===== config.mk =====
export PLATFORM = sky130hd
export DESIGN_NAME = uart_debug_unit
export DESIGN_NICKNAME = d
export VERILOG_FILES = /design/src/rtl/uart_debug_unit.sv
export SDC_FILE = /design/constraint.sdc
export NUM_CORES = 1
export LEC_CHECK = 0
export ABC_AREA = 0
export CORE_MARGIN = 2
export CORE_UTILIZATION = 43
export DETAILED_ROUTE_END_ITERATION = 8
export GPL_ROUTABILITY_DRIVEN = 0
export MAX_ROUTING_LAYER = met4
export PLACE_DENSITY = 0.88
export SKIP_LAST_GASP = 1
export SYNTH_ARGS = -nofsm -noshare
export SYNTH_HDL_FRONTEND = slang
export SYNTH_SLANG_ARGS = --single-unit

===== constraint.sdc =====
create_clock -name clk -period 3.7 [get_ports clk]
set_input_delay 0.925 -clock clk [delete_from_list [all_inputs] [get_ports clk]]
set_output_delay 0.925 -clock clk [all_outputs]
set_load 0.05 [all_outputs]

===== src/rtl/uart_debug_unit.sv =====
// rtl/uart_debug_unit.sv - host command controller between the UART FIFOs and the core
//
// Pops ASCII command bytes from the UART RX FIFO and gates the core's
// advance enable. It can run, single-step or halt the core, and it reports
// the core's PC+1 to the host as two bytes (high, then low) via the TX FIFO.
//
// Ports:
//   clk        system clock, shared with the UART and the core
//   reset      asynchronous, active-high reset
//   r_data     head byte of the RX FIFO, valid while rx_empty is low
//   rx_empty   RX FIFO empty flag
//   rd         RX FIFO pop strobe, one cycle per byte
//   w_data     byte pushed into the TX FIFO (0x00 when not sending)
//   wr         TX FIFO push strobe, one cycle per byte
//   tx_full    TX FIFO full flag
//   PC_plus_1  current PC+1 from the core
//   enable     core advance enable (registered)
module uart_debug_unit #(
  parameter int PC_WIDTH = 10
) (
  input  logic                clk,
  input  logic                reset,
  input  logic [7:0]          r_data,
  input  logic                rx_empty,
  output logic                rd,
  output logic [7:0]          w_data,
  output logic                wr,
  input  logic                tx_full,
  input  logic [PC_WIDTH-1:0] PC_plus_1,
  output logic                enable
);

  localparam logic [7:0] CMD_RUN  = 8'h63;  // 'c'
  localparam logic [7:0] CMD_STEP = 8'h73;  // 's'
  localparam logic [7:0] CMD_PC   = 8'h70;  // 'p'
  localparam logic [7:0] CMD_HALT = 8'h68;  // 'h'

  typedef enum logic [2:0] {
    IDLE    = 3'd0,
    RUN     = 3'd1,
    STEP    = 3'd2,
    SNAP    = 3'd3,
    SEND_HI = 3'd4,
    SEND_LO = 3'd5
  } state_t;

  state_t              state;
  state_t              next_state;
  logic [PC_WIDTH-1:0] snapshot;
  logic [15:0]         snap_ext;

  // Zero-extend so the high byte is well defined for any width 9..16.
  assign snap_ext = 16'(snapshot);

  always_ff @(posedge clk or posedge reset) begin
    if (reset) begin
      state <= IDLE;
    end else begin
      state <= next_state;
    end
  end

  // enable is registered from next_state so it is high exactly while the
  // state register holds RUN or STEP, and reset clears it asynchronously.
  always_ff @(posedge clk or posedge reset) begin
    if (reset) begin
      snapshot <= '0;
      enable   <= 1'b0;
    end else begin
      if (state == SNAP) begin
        snapshot <= PC_plus_1;
      end
      enable <= (next_state == RUN) || (next_state == STEP);
    end
  end

  always_comb begin
    next_state = state;
    rd         = 1'b0;
    wr         = 1'b0;
    w_data     = 8'h00;
    case (state)
      IDLE: begin
        if (!rx_empty) begin
          rd = 1'b1;
          case (r_data)
            CMD_RUN:          next_state = RUN;
            CMD_STEP:         next_state = STEP;
            CMD_PC, CMD_HALT: next_state = SNAP;
            default:          next_state = IDLE;
          endcase
        end
      end
      RUN: begin
        // Everything but halt is drained and discarded while running.
        if (!rx_empty) begin
          rd = 1'b1;
          if (r_data == CMD_HALT) begin
            next_state = SNAP;
          end
        end
      end
      STEP: next_state = SNAP;
      SNAP: next_state = SEND_HI;
      SEND_HI: begin
        w_data = snap_ext[15:8];
        if (!tx_full) begin
          wr         = 1'b1;
          next_state = SEND_LO;
        end
      end
      SEND_LO: begin
        w_data = snap_ext[7:0];
        if (!tx_full) begin
          wr         = 1'b1;
          next_state = IDLE;
        end
      end
      default: next_state = IDLE;
    endcase
    // The state is forced to IDLE by reset, but the strobes are
    // combinational and must not pop or push while reset is held.
    if (reset) begin
      rd = 1'b0;
      wr = 1'b0;
    end
  end

endmodule


# Yosys cells after proc, flatten, opt, wreduce, memory -nomap -nowiden
# Cells that the tools add are included.
[op_classes] n_reduce_logical=5 muxes=14 eq_ne=11
[op_table] op="8-bit by 7-bit equality test with 1-bit output, second input constant" n=4
[op_table] op="3-bit case mux with 6 select lines" n=1
[op_table] op="8-bit case mux with 2 select lines" n=1
[op_table] op="3-bit two-way mux" n=5
[op_table] op="3-bit by 2-bit equality test with 1-bit output, second input constant" n=3
[op_table] op="3-bit by 1-bit equality test with 1-bit output, second input constant" n=2
[op_table] op="3-bit equality test, second input constant" n=2
[op_table] op="1-bit two-way mux" n=6
[op_table] op="2-bit case mux with 3 select lines" n=1
[op_table] op="2-bit OR reduction" n=3
[op_table] op="3-bit logical NOT" n=1
[op_table] op="1-bit logical OR" n=1
[totals] word_cells=33 regBits=14 inputBits=22

# Depth between registers and ports, before layout
# Gate-level depths: netlist of the first run.
[depth] depth_word=7 depth_mapped=5

# Worst setup path after synthesis of the first run
# Ideal clock, no wire load.
[synth_path] path_kind="input to output" start="input rx_empty" end="output rd" slack_ns=0.351 t_required_ns=2.775 arrival_ns=2.424 stages=1 path_cell_list="nor4_1"
[synth_via] elab_chain_len=3
[synth_rtl] item="start, declared" line_no="24" text="input logic rx_empty,"
[synth_rtl] item="1-bit two-way mux" line_no="84, 96"
[synth_rtl] item="1-bit two-way mux"
[synth_rtl] item="1-bit two-way mux" line_no="123" text="if (reset) begin"
[synth_rtl] item="end, declared" line_no="25" text="output logic rd,"
# Every way passes these cells.

# Final worst setup path of the first run
# Ends and elaborated chain as after synthesis.

==> results of run 1 <==
[cell families after synthesis]
group,count (synthesis),share of synthesized area
xor+xnor,1,0.0117
simple gates,28,0.227
buf+inv,5,0.0285
compound gates,8,0.0705
mux,13,0.193
flops,14,0.470
[power groups by stage]
stage	clock network [mW]	logic [mW]	registers [mW]
6_report	0.109	0.149	0.227
5_1_grt	0.116	0.165	0.232
4_1_cts	0.110	0.151	0.227
3_5_place_dp	0	0.150	0.230
3_3_place_gp	0	0.146	0.229
2_1_floorplan	0	0.0957	0.231
[worst max path at each step]
stage | from | to | slack (ns) | cells past startpoint
floorplan | rx_empty | rd | 0.35 | 1
global placement | rx_empty | rd | 0.39 | 3
detailed placement | rx_empty | rd | 0.30 | 3
CTS | rx_empty | rd | 0.29 | 3
global route | rx_empty | rd | 0.21 | 3
finish | rx_empty | rd | 0.31 | 3
[cell type report]
| type | count | area (um^2) | area share |
|---|---|---|---|
| Inverter | 3 | 11.3 | 0.0101 |
| Timing Repair Buffer | 32 | 320 | 0.288 |
| Clock buffer | 4 | 36.3 | 0.0326 |
| Tap cell | 17 | 21.3 | 0.0191 |
| Sequential cell | 14 | 350 | 0.315 |
| Multi-Input combinational cell | 50 | 374 | 0.336 |
[sequential cells by signal, summed over array words and instances (netlist names)]
register / flops
snapshot: 10
state: 3
enable: 1
[worst register-to-register path: stages, from the launching register on]
cell	delay, ns
dfrtp_1	0.63
nand3_1	0.50
o21ai_1	0.29
o21ba_1	0.17
mux2_2	0.25
[Yosys cell counts]
cell,instances,share of area
xor2_1,1,0.012
nor4bb_1,1,0.013
nor2b_1,2,0.017
nand3b_1,1,0.010
nor2_1,6,0.030
o21ai_0,1,0.0067
and4b_1,1,0.013
and3_1,6,0.050
a21oi_1,2,0.013
nor3_1,4,0.027
nand4b_1,1,0.012
nand2b_1,1,0.0084
mux2_2,11,0.17
o211ai_1,1,0.010
o21ba_1,1,0.013
o21a_1,1,0.010
inv_1,3,0.015
nor4_1,1,0.0084
nand3_1,1,0.0067
buf_2,2,0.013
nand2_1,2,0.010
o31ai_1,1,0.010
mux2i_1,2,0.027
nor4b_2,1,0.020
o21ai_1,1,0.0067
dfrtp_1,14,0.47
[routing by layer]
layer  up-vias  GRT usage  wire (um)  share of wire
li1        317          -          -              -
met1       302      0.219        706           0.43
met2        23      0.310        790           0.49
met3         5     0.0397         87          0.054
met4         0      0.106         40          0.025
met5         -          -          0              0
[per-stage QoR]
step | util | worst slack (ns)
final | 0.667 | 0.309
after global routing | 0.667 | 0.212
after detailed placement | 0.645 | 0.296
after global placement | 0.645 | 0.389
after CTS | 0.667 | 0.291
after floorplan | - | 0.351
==> results.py, run 1 <==
metrics = {
    "yosys": {
        "synth_fp_nets": 91,
        "yosysWarningCount": 0,
        "syn-mean-instance-area_um2": 10.8,
        "ys_ff_latch": 14,
        "syn-cell-area_um2": 746,
        "seq_area_frac_synth": 0.470,
        "ys_types": 26,
        "syn_inst": 69,
    },
    "critical_path": {
        "cpPeakStageDelay_ns": 0.86,
        "ff2ff_path_depth": 4,
        "cp_max_fo": 2,
        "start_kind": "input port",
        "cp_top_family": "buffers and inverters",
        "reg2reg_from": "state[0]",
        "rrSetupSlack_ns": 1.74,
        "worst-path-buf-inv": 2,
        "crit_required_ns": 2.77,
        "crit_path_end_kind": "output port",
        "crit_chain": "clkdlybuf4s50_1 > nor4_1 > clkdlybuf4s50_1",
        "critPathKind": "in2out",
        "r2r-end": "enable",
        "slowest_stage": "clkdlybuf4s50_1",
        "cp_common_cell": "clkdlybuf4s50_1",
        "cp.arrival_ns": 2.47,
    },
    "min_path": {
        "worstHoldPathCells": 1,
        "hold_path.class": "reg2reg",
        "hold_path.startpoint": "snapshot[2]",
        "holdPathEnd": "snapshot[2]",
    },
    "timing": {
        "period_share": 0.917,
        "clock_skew_ns": 0.000826,
        "relSlewSlack": 0.653,
        "tightestPinTransition_ns": 0.520,
        "fin_tns_setup_ns": 0,
        "whs_ns": 0.504,
        "max_freq_mhz": 295,
        "report.final.setup_viol": 0,
        "rsz0062_at_grt": "no",
        "min_period_ns": 3.39,
        "slew_violations": 0,
        "hold_viol": 0,
    },
    "status": {
        "status": "completed",
    },
    "placed_design": {
        "port-buffer-count": 32,
        "place_area_um2": 1080,
        "dp.cells": 116,
        "dp_hpwl_um": 1230,
    },
    "power_and_ir_drop": {
        "p_int_uw": 336,
        "clock_power_share": 0.225,
        "powerDensity_nw_per_um2": 435,
        "finalPower_uw": 484,
        "combinationalPowerShare": 0.307,
        "ir_drop_v": 0.000286,
        "p_seq_frac": 0.469,
        "sw_frac_of_total": 0.307,
        "p_switching_uw": 149,
        "p_leak_nw": 0.476,
    },
    "cts": {
        "clock_sinks": 14,
        "h-tree-depth": 1,
        "cts_resized": 0,
        "cts_root_buf": "clkbuf_4",
        "clock_latency_ns": 0.28,
        "cts_buffers": 3,
        "clockBufferDepth": 2,
        "tritoncts": "done",
        "post_cts_buffers": 0,
        "ctsHoldBuffers": 0,
        "clkTransAtPathRegs_ns": 0.08,
    },
    "floorplan": {
        "ios": 33,
        "placementRows": 15,
        "die_area_um2": 2080,
        "fp.dieH_um": 45.6,
        "core-area_um2": 1670,
        "start_util": 0.446,
        "die_x_um": 45.6,
    },
    "final_layout": {
        "design_area_um2": 1110,
        "drive_above_1_share": 0.155,
        "layout.nets": 126,
        "syn2layout_area_growth_pct": 49.3,
        "finalNonFillerCells": 120,
        "final_cell_mix": "32 x clkdlybuf4s50_1, 14 x dfrtp_1, 11 x mux2_2",
        "nFillCells": 141,
        "num_antenna_cells": 0,
        "final_common_cell": "clkdlybuf4s50_1",
    },
    "grt": {
        "grt_pass1_wl_um": 2660,
        "track_usage": 0.191,
        "antenna_found_initial": 0,
        "grt-ovfl-total": 0,
        "grt_pass1_vias": 635,
        "grt_max_degree": 17,
    },
    "detailed_routing": {
        "routed_wl_um": 1620,
        "drc": 0,
        "viasPerCell": 5.39,
        "post_drt_wl_per_cell_um": 13.5,
        "drt_iter0_markers": 15,
        "vias": 647,
        "ant_nets": 0,
        "dr.pass1.iters": 3,
    },
    "run": {
        "maxCapViolCount": 0,
    },
}
(Power assumes the default switching activity.)
==> run 2, diff against run 1 <==
- HOLD_SLACK_MARGIN: unset -> 0.03
==> results of run 2 <==
The final DEF is identical to that of run 1; final timing and power are the same.
==> patch (flow settings as in run 2) <==
Re-encode `state_t` (6 states) as one-hot, 6 bits wide.
--- a/src/rtl/uart_debug_unit.sv
+++ b/src/rtl/uart_debug_unit.sv
@@ -37,9 +37,9 @@
 
-  typedef enum logic [2:0] {
-    IDLE    = 3'd0,
-    RUN     = 3'd1,
-    STEP    = 3'd2,
-    SNAP    = 3'd3,
-    SEND_HI = 3'd4,
-    SEND_LO = 3'd5
+  typedef enum logic [5:0] {
+    IDLE    = 6'b000001,
+    RUN     = 6'b000010,
+    STEP    = 6'b000100,
+    SNAP    = 6'b001000,
+    SEND_HI = 6'b010000,
+    SEND_LO = 6'b100000
   } state_t;
Formal check against the unedited RTL: same outputs for any inputs over 10 cycles, from zero or initial values and one cycle with reset high; not proved beyond that.
==> patch against run 2 <==
Maximum frequency grew 0.98%; area after synthesis grew 22%; via count grew 19%; cell area grew 14%; sequential cell count grew 3; critical endpoint is now w_data[4]; wire length grew 20%; worst setup slack gained 0.033 ns; final cell count grew 21%; global-route usage shrank 0.99 points; critical path type is now flop to primary output.
Power is not compared: it rests on default switching activity, and its combinational part moved more than twofold at a synthesized area within 25%.
==> patch: results (changes against run 2) <==
stage	metric	value	unit	change
outcome	outcome	finished clean		
sta	fin_hold_ws	0.5059	ns	+0.002244 ns
grt	grt.met1_usage	0.2081		-0.01098
critical_path	r2r_start	state[1]$_DFF_PP0_		
clock_tree	cts.clk_slew.worst_paths	0.11	ns	+0.03 ns
critical_path	reg2reg_depth	3		-1
hold_path	whs_endpoint	snapshot[7]$_DFFE_PP0P_		
synth	synthTopCellsByArea	dfrtp_1 (44%), mux2_2 (12%), and2_1 (4.1%)		
placed_design	place_inst	141		+22%
synth	ys_seq_area_frac	0.4703		+0.0005462
grt	first_global_vias	796		+25%
routing	highest_layer	met3		
grt	grtUsageMet2	0.3244		+0.01459
critical_path	r2r_end	snapshot[5]$_DFFE_PP0P_		
critical_path	crit_fanout	9		+7
routing	route.met3.wl	45	µm	-48%
synth	synth_common_cells	dfrtp_1 (16), mux2_2 (10), and2_1 (6), nand2_1 (6), nor2_1 (6)		
critical_path	max_stage_delay	0.80	ns	-0.06 ns
grt	grt_pass1_wl	3.367	mm	+26%
layout	reg.largest.list	snapshot (10), state (6), enable (1)		
layout	largest_register_ffs	10		unchanged
synth	syn_nets	107		+18%
layout	layout-drive-gt1-share	0.1780		+0.02263
synth	syn_avg_cell_area	10.67	µm²	-1.3%
sta	clock_skew	0.005519	ns	+0.004693 ns
routing	wl_met1	811	µm	+15%
sta	min_period	3.359	ns	-0.03278 ns
critical_path	reg2reg_slack	1.85	ns	+0.11 ns
grt	grt_use_total	0.1815		-0.009898
routing	wl	1.952	mm	+20%
routing	dr_wl_met2	1.095	mm	+39%
routing	drt_pass1_iterations	4		+1
critical_path	crit_family	simple AND/OR/NAND/NOR gates		
grt	grt_max_degree	18		+1
placed_design	placed_area	0.001244	mm²	+15%
placed_design	dp.final_hpwl	1.551	mm	+26%
critical_path	cp.arrival	2.43	ns	-0.04 ns
hold_path	min_from	snapshot[7]$_DFFE_PP0P_		
-- patch: power by group --
part | switching [mW] | internal, mW | leakage (nW) | total (mW)
clock | 0.0614 | 0.0402 | 0.0177 | 0.102
sequential | 0.00857 | 0.196 | 0.211 | 0.205
combinational | 0.0242 | 0.0354 | 0.294 | 0.0596
total | 0.0942 | 0.272 | 0.523 | 0.366
-- patch: cell type report --
type                            instances  area, µm²
Clock buffer                            3      22.52
Clock inverter                          1      5.005
Fill cell                             158      710.7
Inverter                                2      7.507
Multi-Input combinational cell         63      460.4
Sequential cell                        17      426.7
Tap cell                               27      33.78
Timing Repair Buffer                   32      315.3
-- patch: cell families (layout without fill, tap and decap cells) --
kind of cell / count (synthesis) / in the layout / synth area share
multiplexers: 10 / 10 / 0.1241
AND/OR/NAND/NOR: 39 / 39 / 0.2717
AO/OA/AOI/OAI: 12 / 12 / 0.09242
XOR/XNOR: 2 / 2 / 0.01931
buffers and inverters: 5 / 38 / 0.02207
flip-flops: 17 / 17 / 0.4703
